[config.mk]
export PLATFORM = sky130hd
export DESIGN_NAME = key_debouncer
export DESIGN_NICKNAME = d
export VERILOG_FILES = /design/src/rtl/piano_keys_pkg.sv /design/src/rtl/key_debounce_cell.sv /design/src/rtl/key_debouncer.sv
export SDC_FILE = /design/constraint.sdc
export NUM_CORES = 1
export LEC_CHECK = 0
export BUFFER_PORTS_ARGS = -buffer_cell sky130_fd_sc_hd__buf_2
export CAP_MARGIN = 20
export CORE_UTILIZATION = 40
export DETAILED_ROUTE_END_ITERATION = 10
export SETUP_SLACK_MARGIN = 0.2
export SLEW_MARGIN = 10
export SYNTH_ARGS = -nofsm -noshare
export SYNTH_HDL_FRONTEND = slang
export SYNTH_SLANG_ARGS = --single-unit
[constraint.sdc]
create_clock -name clk -period 2.45 [get_ports clk]
set_input_delay 0.3675 -clock clk [delete_from_list [all_inputs] [get_ports clk]]
set_output_delay 0.3675 -clock clk [all_outputs]
set_load 0.02 [all_outputs]
[src/rtl/piano_keys_pkg.sv]
// Shared constants and types for the pushbutton front end.
package piano_keys_pkg;

    // Number of pushbutton channels on the board.
    localparam int NUM_KEYS                = 4;

    // System clock frequency in Hz.
    localparam int CLK_HZ                  = 50_000_000;

    // 10 ms qualification window at CLK_HZ.
    localparam int DEBOUNCE_CYCLES_DEFAULT = CLK_HZ / 100;

    // Per-channel debounce FSM states.
    // STABLE means the output agrees with the sample.
    // QUALIFY means a disagreement is being counted.
    typedef enum logic [0:0] {
        STABLE  = 1'b0,
        QUALIFY = 1'b1
    } dbn_state_t;

endpackage : piano_keys_pkg

[src/rtl/key_debounce_cell.sv]
// One debounce channel.
// It has a two-flop synchronizer, polarity normalisation and a counting
// STABLE/QUALIFY FSM. The FSM drives a registered clean level and a
// registered busy flag.
module key_debounce_cell
    import piano_keys_pkg::*;
#(
    parameter int DEBOUNCE_CYCLES = DEBOUNCE_CYCLES_DEFAULT,
    parameter int ACTIVE_LOW      = 1
) (
    input  logic clk,
    input  logic resetn,
    input  logic i_key,
    output logic o_clean,
    output logic o_busy
);

    // Wide enough to hold DEBOUNCE_CYCLES itself, so the counter cannot wrap.
    localparam int               CNT_W    = $clog2(DEBOUNCE_CYCLES + 1);
    localparam logic [CNT_W-1:0] CNT_ZERO = '0;
    localparam logic [CNT_W-1:0] CNT_ONE  = CNT_W'(1);
    // This count is the last one before the mismatch tally reaches DEBOUNCE_CYCLES.
    localparam logic [CNT_W-1:0] CNT_LAST = CNT_W'(DEBOUNCE_CYCLES - 1);
    // Pin level of a released button.
    localparam logic             PIN_IDLE = (ACTIVE_LOW != 0) ? 1'b1 : 1'b0;
    // With a one-cycle window the first mismatch already qualifies.
    localparam bit               ONE_SHOT = (DEBOUNCE_CYCLES == 1);

    logic             r_sync1;
    logic             r_sync2;
    dbn_state_t       r_state;
    logic [CNT_W-1:0] r_cnt;
    logic             r_clean;
    logic             r_busy;

    logic             w_sample;
    logic             w_mismatch;
    dbn_state_t       w_state_next;
    logic [CNT_W-1:0] w_cnt_next;
    logic             w_clean_next;

    // Two-flop synchronizer for the asynchronous pin. It rests at the released level.
    // NOTE: non-blocking assignments let r_sync2 take the old r_sync1, so this really is two stages.
    always_ff @(posedge clk or negedge resetn) begin
        if (!resetn) begin
            r_sync1 <= PIN_IDLE;
            r_sync2 <= PIN_IDLE;
        end else begin
            r_sync1 <= i_key;
            r_sync2 <= r_sync1;
        end
    end

    // XOR with the idle level turns the synchronized pin into an active-high sample.
    assign w_sample   = r_sync2 ^ PIN_IDLE;
    assign w_mismatch = (w_sample != r_clean);

    // Next-state logic: count consecutive disagreements, and reject any gap.
    // NOTE: every output gets a default before the case, so no path can infer a latch.
    always_comb begin
        w_state_next = r_state;
        w_cnt_next   = r_cnt;
        w_clean_next = r_clean;
        case (r_state)
            STABLE: begin
                if (w_mismatch) begin
                    if (ONE_SHOT) begin
                        w_clean_next = w_sample;
                        w_cnt_next   = CNT_ZERO;
                    end else begin
                        w_state_next = QUALIFY;
                        w_cnt_next   = CNT_ONE;
                    end
                end else begin
                    w_cnt_next = CNT_ZERO;
                end
            end
            QUALIFY: begin
                if (!w_mismatch) begin
                    // Glitch reject: the sample went back before the window expired.
                    w_state_next = STABLE;
                    w_cnt_next   = CNT_ZERO;
                end else if (r_cnt >= CNT_LAST) begin
                    // This edge is mismatch number DEBOUNCE_CYCLES, so commit the change.
                    w_clean_next = w_sample;
                    w_state_next = STABLE;
                    w_cnt_next   = CNT_ZERO;
                end else begin
                    w_cnt_next = r_cnt + CNT_ONE;
                end
            end
            default: begin
                w_state_next = STABLE;
                w_cnt_next   = CNT_ZERO;
            end
        endcase
    end

    // Channel state registers.
    // Busy is registered from the next count, so it always equals (r_cnt != 0).
    // NOTE: every flop here has an async reset, so a reset mid-qualification drops the pending change.
    always_ff @(posedge clk or negedge resetn) begin
        if (!resetn) begin
            r_state <= STABLE;
            r_cnt   <= CNT_ZERO;
            r_clean <= 1'b0;
            r_busy  <= 1'b0;
        end else begin
            r_state <= w_state_next;
            r_cnt   <= w_cnt_next;
            r_clean <= w_clean_next;
            r_busy  <= (w_cnt_next != CNT_ZERO);
        end
    end

    assign o_clean = r_clean;
    assign o_busy  = r_busy;

endmodule : key_debounce_cell

[src/rtl/key_debouncer.sv]
// Debouncer for a bank of pushbuttons.
// It uses one independent key_debounce_cell per channel.
// key_clean feeds the press/hold/release edge detector downstream.
module key_debouncer #(
    parameter int NUM_KEYS        = piano_keys_pkg::NUM_KEYS,
    parameter int DEBOUNCE_CYCLES = piano_keys_pkg::DEBOUNCE_CYCLES_DEFAULT,
    parameter int ACTIVE_LOW      = 1
) (
    input  logic                clk,
    input  logic                resetn,
    input  logic [NUM_KEYS-1:0] KEY,
    output logic [NUM_KEYS-1:0] key_clean,
    output logic [NUM_KEYS-1:0] key_busy
);

    // One channel per key. No state is shared, so the keys never interact.
    for (genvar g = 0; g < NUM_KEYS; g++) begin : g_chan
        key_debounce_cell #(
            .DEBOUNCE_CYCLES (DEBOUNCE_CYCLES),
            .ACTIVE_LOW      (ACTIVE_LOW)
        ) u_cell (
            .clk     (clk),
            .resetn  (resetn),
            .i_key   (KEY[g]),
            .o_clean (key_clean[g]),
            .o_busy  (key_busy[g])
        );
    end

endmodule : key_debouncer

; Yosys cells after proc, flatten, opt, wreduce, memory -nomap -nowiden
; Cells that the tools add are included.
[totals]
reg_bits = 96
[classes]
addsub = 4
magnitude_cmp = 4
n_eq_ne = 4
muxes = 32
bitwise_logic = 8
n_reduce_logical = 8
[ops]
columns = cell, n
row1 = two-way mux 19 bit, 8
row2 = one-hot mux 19 bit (2 select lines), 4
row3 = "adder 19 x 1 -> 19 bit, second input constant", 4
row4 = ">= comparator 19 bit, second input constant", 4
row5 = nonzero test 19 bit, 4
row6 = two-way mux 1 bit, 16
row7 = AND reduction 3 bit, 4
row8 = NOT 1 bit, 8
row9 = one-hot mux 1 bit (2 select lines), 4
row10 = != test 1 bit, 4

; Depth between registers and ports, before layout
; Gate-level depths: netlist of the first run.
[logic_depth]
depth_word = 5
ltp_mapped = 10

; Modules after synthesis
; From an unflattened synthesis of the first run, not the netlist that was laid out.
[hier_totals]
cells_unflattened = 600
area_unflattened_um2 = 5615.4
[modules_own_cells]
columns = module, n_inst, cells_each, area_per_inst_um2
row1 = key_debounce_cell, 4, 150, 1403.8

; Worst setup path after synthesis of the first run
; No wires, ideal clock.
[synth_path]
path_type = register to register
start = register g_chan[0].u_cell.r_cnt[0]
end = register g_chan[0].u_cell.r_cnt[18]
t_arrival_ps = 2248
t_required_ps = 2378
path_slack_ps = 130
stages_incl_launch_ff = 11
path_buffers = 3
period_less_slack_ps = 2320
cell_sequence = dfrtp_1 ha_1 and4_1 clkbuf_1 nand4_1 a21boi_0 o311a_1 or3b_1 buf_2 buf_6 nor2_1
[synth_via]
elab_chain_cells = 4
elab_cells_between_ends = 5
[synth_lines]
columns = item, line_no
row1 = "start, declared", key_debounce_cell.sv:32  ; logic [CNT_W-1:0] r_cnt;
row2 = "start signal, assigned", key_debounce_cell.sv:110  ; r_cnt <= w_cnt_next;
row3 = adder 19 x 1 -> 19 bit or >= comparator 19 bit (tied branches), "key_debounce_cell.sv:89, key_debounce_cell.sv:83"
row4 = two-way mux 19 bit *, key_debounce_cell.sv:83  ; end else if (r_cnt >= CNT_LAST) begin
row5 = two-way mux 19 bit *, key_debounce_cell.sv:79  ; if (!w_mismatch) begin
row6 = one-hot mux 19 bit (2 select lines) *, key_debounce_cell.sv:64  ; case (r_state)
row7 = via g_chan[0].u_cell.w_cnt_next[18], key_debounce_cell.sv:39  ; logic [CNT_W-1:0] w_cnt_next;
; The timed path passes the listed nets; every way through them passes the cells marked *.
; A chain may end at the register's enable or synchronous reset.

; Final worst setup path of the first run
[layout_path]
start = register g_chan[0].u_cell.r_cnt[0]
end = register g_chan[0].u_cell.r_cnt[6]
; Same word-level chain as after synthesis.

==> results by group, run 1 <==
Outcome
  • Outcome: finished, violations left
  • Failing checks: negative hold slack

Route
  • Initial DRC Count: slightly below 300
  • WL final: ~11,000 µm
  • Via count: 4,321
  • Final ANT Viol Nets: 0
  • WL/cell: 13.9 µm
  • DR pass1 iterations: 4
  • Post-DR vias/cell: roughly 5.4
  • DRC violations left: 0

Worst setup path
  • Slowest-stage cell, CP: dfrtp_2
  • Flop-to-flop setup slack: roughly 0.28 ns
  • R2r endpoint: g_chan[0].u_cell.r_cnt[6]$_DFF_PN0_
  • WP data required: around 2.7 ns
  • CP cell instances: ha_4 > and4_4 > nand4_1 > a21boi_0 > o311a_1 > or3b_4 > buf_4 > nor2_1
  • Number of buffer and inverter stages on the critical path: 1
  • Maximum fanout along the worst path: 8
  • Kind of critical path: reg -> reg
  • Startpoint Class: flip-flop
  • Critical Path AT: 2.46 ns
  • CP top delay family: simple AND/OR/NAND/NOR gates
  • Critical R2R Launch: g_chan[0].u_cell.r_cnt[0]$_DFF_PN0_
  • R2r worst-path depth: 8
  • CP Capture Type: flip-flop
  • Slowest stage delay, CP: 0.44 ns

Final layout
  • Layout Cells excl Fill: 803
  • Ant. Diodes: 0
  • P&R area growth vs syn: 12.9%
  • NumNets Final: ~630
  • Layout filler cell count: between 1,000 and 1,500
  • Share of layout cells above drive strength 1: about 17%

Clock network
  • Root buf cell: clkbuf_16
  • Clk sinks: 96
  • Worst skew pair latency: around 0.36 ns
  • Clock tree buffer depth: 2
  • CTS clk-pin slew, worst paths: 0.06 ns
  • CTS Hold Bufs: 0
  • CTS tree: done
  • H-tree levels: 3
  • TritonCTS Buffers: 9

Timing
  • Unrepaired setup endpoints after global routing: no
  • TNS Setup: 0 ns
  • Tcrit/Tclk final: around 89%
  • Max Clock Freq: about 0.46 GHz
  • Hold slack final: -0.00443 ns
  • Final min period: ~2.2 ns
  • Max-slew headroom: 63.6%
  • Final setup fails: 0
  • Final Hold Viols: 6
  • Worst-Margin Slew: approximately 0.55 ns
  • Final Max Slew Viols: 0
  • Layout Skew: around 0.0084 ns

Logic synthesis
  • Yosys top cell by area: dfrtp_1
  • Avg Cell Area, Syn: between 9 and 10 µm²
  • EDFF count, synth: 0
  • Register area share after synthesis: 43.8%
  • Synth Flop Type: dfrtp_1
  • Syn Nets: 620
  • Share of the synthesized area in the top cell type: 40.0%
  • Synth area leaders: dfrtp_1, nor2_1, xnor2_1, xor2_1, dfstp_2
  • Synth warn: 0
  • Post-synthesis cell count: slightly above 600
  • Post-Syn Area: ~5500 µm²
  • Yosys reg bits: between 90 and 100
  • Post-synth ARST share: 100%
  • Unique cell type count in the Yosys netlist: 60

Place
  • DP HPWL: about 7600 µm
  • DP Cell Count: between 700 and 800
  • GPL Wtd Cong: around 0.85
  • # port buffers: 13

Global route
  • Initial antenna violation count: 0
  • Largest net degree at the start of global routing: 42
  • Gr ovfl total: 0
  • GRT Total Usage: between 10% and 20%
  • First-pass GRT wire length: about 19,000 µm
  • Vias in the first global route: ~4,000

Floorplanning
  • Top-Level Pins: 14
  • Die width: 119 µm
  • FP Rows: 42
  • Core area: between 10,000 and 15,000 µm²
  • Initial Util: roughly two fifths
  • Die Height: 119 µm
  • Die Outline Area: 14,200 µm²

Power and ir drop
  • Peak supply drop: roughly 0.41 mV
  • P_leak: about 0.0025 µW
  • Power Dens Cells: between 500 and 600 nW/µm²

Hold path
  • Worst Hold Class: in -> async

Job
  • Max-cap violations: 0
-- worst register-to-register path: stages (launching register included) --
cell and delay, ns:
dfrtp_2 0.44, ha_4 0.20, and4_4 0.22, nand4_1 0.09
a21boi_0 0.10, o311a_1 0.36, or3b_4 0.38, buf_4 0.18
nor2_1 0.12
-- per-layer routing --
layer	global-route usage, %	share of wire [%]
met5	0	0
met4	6.41	2.1
met3	4.69	3.2
met2	26.0	46
met1	23.1	49
-- area by class of cell --
type | count | area [µm²] | area share [%]
tap | 176 | 220 | 3.54
clock buffer | 13 | 260 | 4.19
inverter | 16 | 60.1 | 0.967
clock inverter | 3 | 65.1 | 1.05
multi-input combinational | 452 | 2850 | 45.8
timing repair buffer | 47 | 343 | 5.52
sequential | 96 | 2420 | 38.9
-- placed cells by master, fill, tap and decap left out, types with 4 or more instances in the layout --
cell type,netlist,routed
and3_1,17,16
inv_1,16,16
clkbuf_16,0,9
dfrtp_1,88,83
o21ai_0,8,7
o211ai_1,4,4
mux2_2,4,4
nand2_1,46,46
and2_1,5,5
and4_1,6,5
mux2i_1,8,8
xor2_1,34,34
dfrtp_2,0,5
a31oi_1,12,12
nor4_1,12,11
xnor2_1,38,38
nor2_1,107,102
nor2_2,0,5
dfstp_2,8,8
nand3_1,32,32
buf_4,8,32
nand2b_1,4,4
nand4_1,18,18
buf_2,11,12
a21oi_1,6,6
nor3_1,20,19
or4_1,6,4
-- logic make-up (layout without fill, tap and decap cells) --
group,count (synthesis),after routing,synth area share [%]
and+or+nand+nor,291,291,26.0
DFF,96,96,43.8
AOI/OAI and AO/OA,73,73,9.91
xor gates and xnor gates,72,72,11.5
buffers and inverters,62,79,5.59
muxes,12,12,2.27
adders and majority gates,4,4,0.910
-- power breakdown --
part / leakage (µW) / internal (µW) / switching (µW) / total (µW)
logic: 0.00110 / 85.7 / 135 / 220
registers: 0.00128 / 1620 / 24.0 / 1650
clock network: 0.000160 / 949 / 584 / 1530
total: 0.00253 / 2660 / 742 / 3400
-- registers in the layout (all words and copies together), names as in the netlist --
register / flops
g_chan.u_cell.r_sync2: 4
g_chan.u_cell.r_sync1: 4
g_chan.u_cell.r_cnt: 76
g_chan.u_cell.o_busy: 4
g_chan.u_cell.o_clean: 4
g_chan.u_cell.r_state: 4
-- synthesized netlist by cell type (3+ instances only) --
library cell    n
a211o_1         3
a211oi_1        3
a21boi_0        3
a21o_1          3
a21oi_1         6
a31oi_1        12
and2_1          5
and3_1         17
and4_1          6
buf_2          11
buf_4           8
buf_6           4
clkbuf_1       21
dfrtp_1        88
dfstp_2         8
ha_1            4
inv_1          16
mux2_2          4
mux2i_1         8
nand2_1        46
nand2b_1        4
nand3_1        32
nand4_1        18
nor2_1        107
nor3_1         20
nor3b_1         3
nor4_1         12
o211ai_1        4
o21a_1          3
o21ai_0         8
o311a_1         3
o31ai_1         3
o32ai_1         3
or3b_1          3
or4_1           6
xnor2_1        38
xor2_1         34
-- worst max path at each step --
stage                                                    start                                    to  slack, ns  cells past startpoint
final                      g_chan[0].u_cell.r_cnt[0]$_DFF_PN0_   g_chan[0].u_cell.r_cnt[6]$_DFF_PN0_       0.28                      8
after global routing      g_chan[3].u_cell.r_cnt[11]$_DFF_PN0_     g_chan[3].u_cell.o_busy$_DFF_PN0_       0.19                      6
after CTS                  g_chan[1].u_cell.r_cnt[1]$_DFF_PN0_     g_chan[1].u_cell.o_busy$_DFF_PN0_       0.21                      7
after detailed placement   g_chan[1].u_cell.r_cnt[1]$_DFF_PN0_     g_chan[1].u_cell.o_busy$_DFF_PN0_       0.19                      7
after global placement     g_chan[0].u_cell.r_cnt[0]$_DFF_PN0_  g_chan[0].u_cell.r_cnt[10]$_DFF_PN0_       0.23                      8
after floorplan            g_chan[1].u_cell.r_cnt[0]$_DFF_PN0_  g_chan[1].u_cell.r_cnt[12]$_DFF_PN0_       0.20                      9
-- stage by stage --
step,power (µW),cell area (µm²),utilization (%),setup slack (ns)
finish,3400,6210,46.6,0.275
global route,3560,6210,46.6,0.188
CTS,3440,6080,45.5,0.208
detailed placement,1880,5750,43.0,0.192
global placement,1880,5750,43.0,0.234
floorplan,1800,5510,-,0.202
-- timing repair --
| action | CTS | global route |
|---|---|---|
| pin swaps | 0 | 6 |
| setup buffers | 0 | 9 |
| cloned | 0 | 0 |
| endpoints found under the setup margin | 20 | 61 |
| resized for setup | 4 | 24 |
No activity file was read; power rests on OpenSTA's default activity.
==> run 2, diff against run 1 <==
--- a/config.mk
+++ b/config.mk
@@ -5,8 +5,10 @@
 export SDC_FILE = /design/constraint.sdc
 export NUM_CORES = 1
 export LEC_CHECK = 0
+export ABC_AREA = 1
 export BUFFER_PORTS_ARGS = -buffer_cell sky130_fd_sc_hd__buf_2
 export CAP_MARGIN = 20
+export CORE_MARGIN = 1.5
 export CORE_UTILIZATION = 40
 export DETAILED_ROUTE_END_ITERATION = 10
 export SETUP_SLACK_MARGIN = 0.2
@@ -14,3 +16,4 @@
 export SYNTH_ARGS = -nofsm -noshare
 export SYNTH_HDL_FRONTEND = slang
 export SYNTH_SLANG_ARGS = --single-unit
+export TNS_END_PERCENT = 100
==> run 2 against run 1 <==
- the run ends with design-rule violations left
- wire length grew 12%
- critical path type unchanged
- sequential power is essentially flat
- combinational power up 4%
- largest cell class unchanged
- sequential share of layout area fell by 2.3 points
==> results by group, run 2 <==
Outcome
  • Outcome: finished, violations left
  • Failing checks: design-rule violations

Timing
  • Layout Skew: 0.00788 ns
  • Final setup fails: 0
  • Final Hold Viols: 0
  • TNS Setup: 0 ns
  • Unrepaired setup endpoints after global routing: no
  • Final min period: ~2.0 ns
  • Worst setup margin: between 0.4 and 0.5 ns
  • Max-slew headroom: 69.3%
  • Tcrit/Tclk final: between 80% and 90%
  • Max Clock Freq: ~0.51 GHz
  • Final Max Slew Viols: 0
  • Worst-Margin Slew: 0.460 ns

Logic synthesis
  • Register area share after synthesis: roughly 40%
  • Yosys top cell by area: dfrtp_1
  • Syn Nets: approximately 880
  • Synth area leaders: dfrtp_1, nand2_1, inv_1, nor2_1, nand3_1
  • Post-synthesis cell count: between 800 and 900
  • Post-Syn Area: between 6000 and 7000 µm²
  • Yosys reg bits: between 90 and 100
  • Avg Cell Area, Syn: about 7.0 µm²
  • Top cells by count, synth: nand2_1, inv_1, nor2_1, dfrtp_1, nand3_1
  • EDFF count, synth: 0
  • Post-synth ARST share: 100%
  • Count leader, synth: nand2_1
  • Synth warn: 0
  • Unique cell type count in the Yosys netlist: 39
  • Share of the synthesized area in the top cell type: 36.4%
  • Synth Flop Type: dfrtp_1

Worst setup path
  • Slowest stage delay, CP: ~0.40 ns
  • CP cell instances: ha_1 > nand2_1 > nor2_2 > nand3_1 > o21ai_1 > nor2_4 > nand2_2 > o21ai_2 > nor2_1 > nand3_1
  • CP Capture Type: flip-flop
  • CP top delay family: simple AND/OR/NAND/NOR gates
  • Kind of critical path: reg -> reg
  • Maximum fanout along the worst path: 14
  • Number of buffer and inverter stages on the critical path: 0
  • Startpoint Class: flip-flop
  • Cell mode on critical path: nand3_1
  • Slowest-stage cell, CP: dfrtp_1
  • WP data required: between 2 and 3 ns
  • Critical Path AT: about 2.2 ns

Global route
  • GR Util met2: 28.3%
  • Met1 Use GR: between 20% and 30%
  • Gr ovfl total: 0
  • GRT Total Usage: between 10% and 20%
  • First-pass GRT wire length: between 20,000 and 25,000 µm
  • Global route hottest layer: met2
  • M3 GR Usage: under 10%
  • Largest net degree at the start of global routing: 69
  • Initial antenna violation count: 0
  • Vias in the first global route: 4,882

Floorplanning
  • Top-Level Pins: 14
  • Die Height: approximately 130 µm
  • FP Rows: 44
  • Die width: around 130 µm
  • Core area: 14,600 µm²
  • Die Outline Area: around 16,000 µm²
  • Initial Util: between 40% and 50%

Route
  • WL/cell: around 12 µm
  • Final ANT Viol Nets: 0
  • Initial DRC Count: 250
  • Post-DR vias/cell: about 4.7
  • DR pass1 iterations: 9
  • DRC violations left: 1
  • Via count: 4,975
  • WL final: about 13,000 µm

Final layout
  • Register name with the most flops: g_chan.u_cell.r_cnt
  • NumNets Final: 890
  • Max reg flops: 76
  • P&R area growth vs syn: 9.13%
  • Most common cell after layout, fill and taps aside: nand2_1
  • Share of layout cells above drive strength 1: 11.1%
  • Most frequent cells in the layout: nand2_1, inv_1, nor2_1
  • Ant. Diodes: 0

Place
  • # port buffers: 13
  • GPL Wtd Cong: between 0.8 and 0.9
  • DP HPWL: between 9000 and 10,000 µm
  • Post-Place Worst Slack: between 0.4 and 0.5 ns

Job
  • Max-cap violations: 0

Power and ir drop
  • Peak supply drop: approximately 0.38 mV
  • Power Dens Cells: between 500 and 600 nW/µm²
  • P_leak: around 0.0034 µW

Clock network
  • CTS Hold Bufs: 1
  • Root buf cell: clkbuf_16
  • Post-CTS Setup Inserts: 0
  • Clk sinks: 96
  • Worst skew pair latency: 0.35 ns
  • H-tree levels: 3
  • Clock tree buffer depth: 2
  • CTS tree: done
  • CTS clk-pin slew, worst paths: around 0.070 ns
  • # resized after CTS: 0
  • TritonCTS Buffers: 9

Hold path
  • Worst Hold Class: in -> reg
run 2: metal layers:
layer  part of all wire [%]  vias up  routed length (µm)
met5                      0        -                   0
met3                    2.8       17                 349
li1                       -     2670                   -
met2                     45       52                5620
met1                     51     2236                6350
met4                    1.8        0                 220
run 2: area by class of cell:
| type | count | area (µm²) |
|---|---|---|
| clock inverters | 7 | 95.1 |
| clock buffers | 9 | 225 |
| inverters | 159 | 599 |
| multi-input cells | 598 | 2930 |
| flip-flops and latches | 96 | 2410 |
| repair buffers | 16 | 105 |
| fillers | 1487 | 8050 |
| well taps | 184 | 230 |
run 2: worst paths after layout:
| path | from | endpoint | slack, ns | cells after the start |
|---|---|---|---|---|
| max in group asynchronous | resetn | g_chan[3].u_cell.r_sync2$_DFF_PN1_ | 1.25 | 3 |
| min | KEY[1] | g_chan[1].u_cell.r_sync1$_DFF_PN1_ | 0.11 | 1 |
| min in group asynchronous | resetn | g_chan[1].u_cell.r_cnt[13]$_DFF_PN0_ | 0.48 | 2 |
| max reg2reg | g_chan[1].u_cell.r_cnt[0]$_DFF_PN0_ | g_chan[1].u_cell.o_busy$_DFF_PN0_ | 0.48 | 10 |
| max | g_chan[1].u_cell.r_cnt[0]$_DFF_PN0_ | g_chan[1].u_cell.o_busy$_DFF_PN0_ | 0.48 | 10 |
| min reg2reg | g_chan[2].u_cell.r_sync1$_DFF_PN1_ | g_chan[2].u_cell.r_sync2$_DFF_PN1_ | 0.36 | 0 |
run 2: kinds of logic after synthesis:
kind of cell	share of synthesized area (%)
simple gates	37.8
buf+inv	11.6
flops	39.9
compound gates	5.65
xor+xnor	4.20
fa+ha+maj	0.828
run 2: report_power, final:
part | switching (µW) | internal, µW | leakage [µW] | total [µW]
Combinational | 162 | 65.5 | 0.00193 | 228
Sequential | 28.4 | 1630 | 0.00129 | 1660
Clock | 644 | 897 | 0.000156 | 1540
run 2: metrics by stage:
step | hold slack (ns) | power, µW | instances | utilization [%] | area (µm²)
after floorplan | 0.0719 | 1850 | 866 | - | 6040
after global placement | 0.326 | 1930 | 1052 | 42.8 | 6260
after detailed placement | 0.326 | 1930 | 1052 | 42.8 | 6260
after CTS | 0.102 | 3480 | 1069 | 45.0 | 6600
after global routing | 0.103 | 3580 | 1069 | 45.0 | 6600
final | 0.113 | 3430 | 1069 | 45.0 | 6600
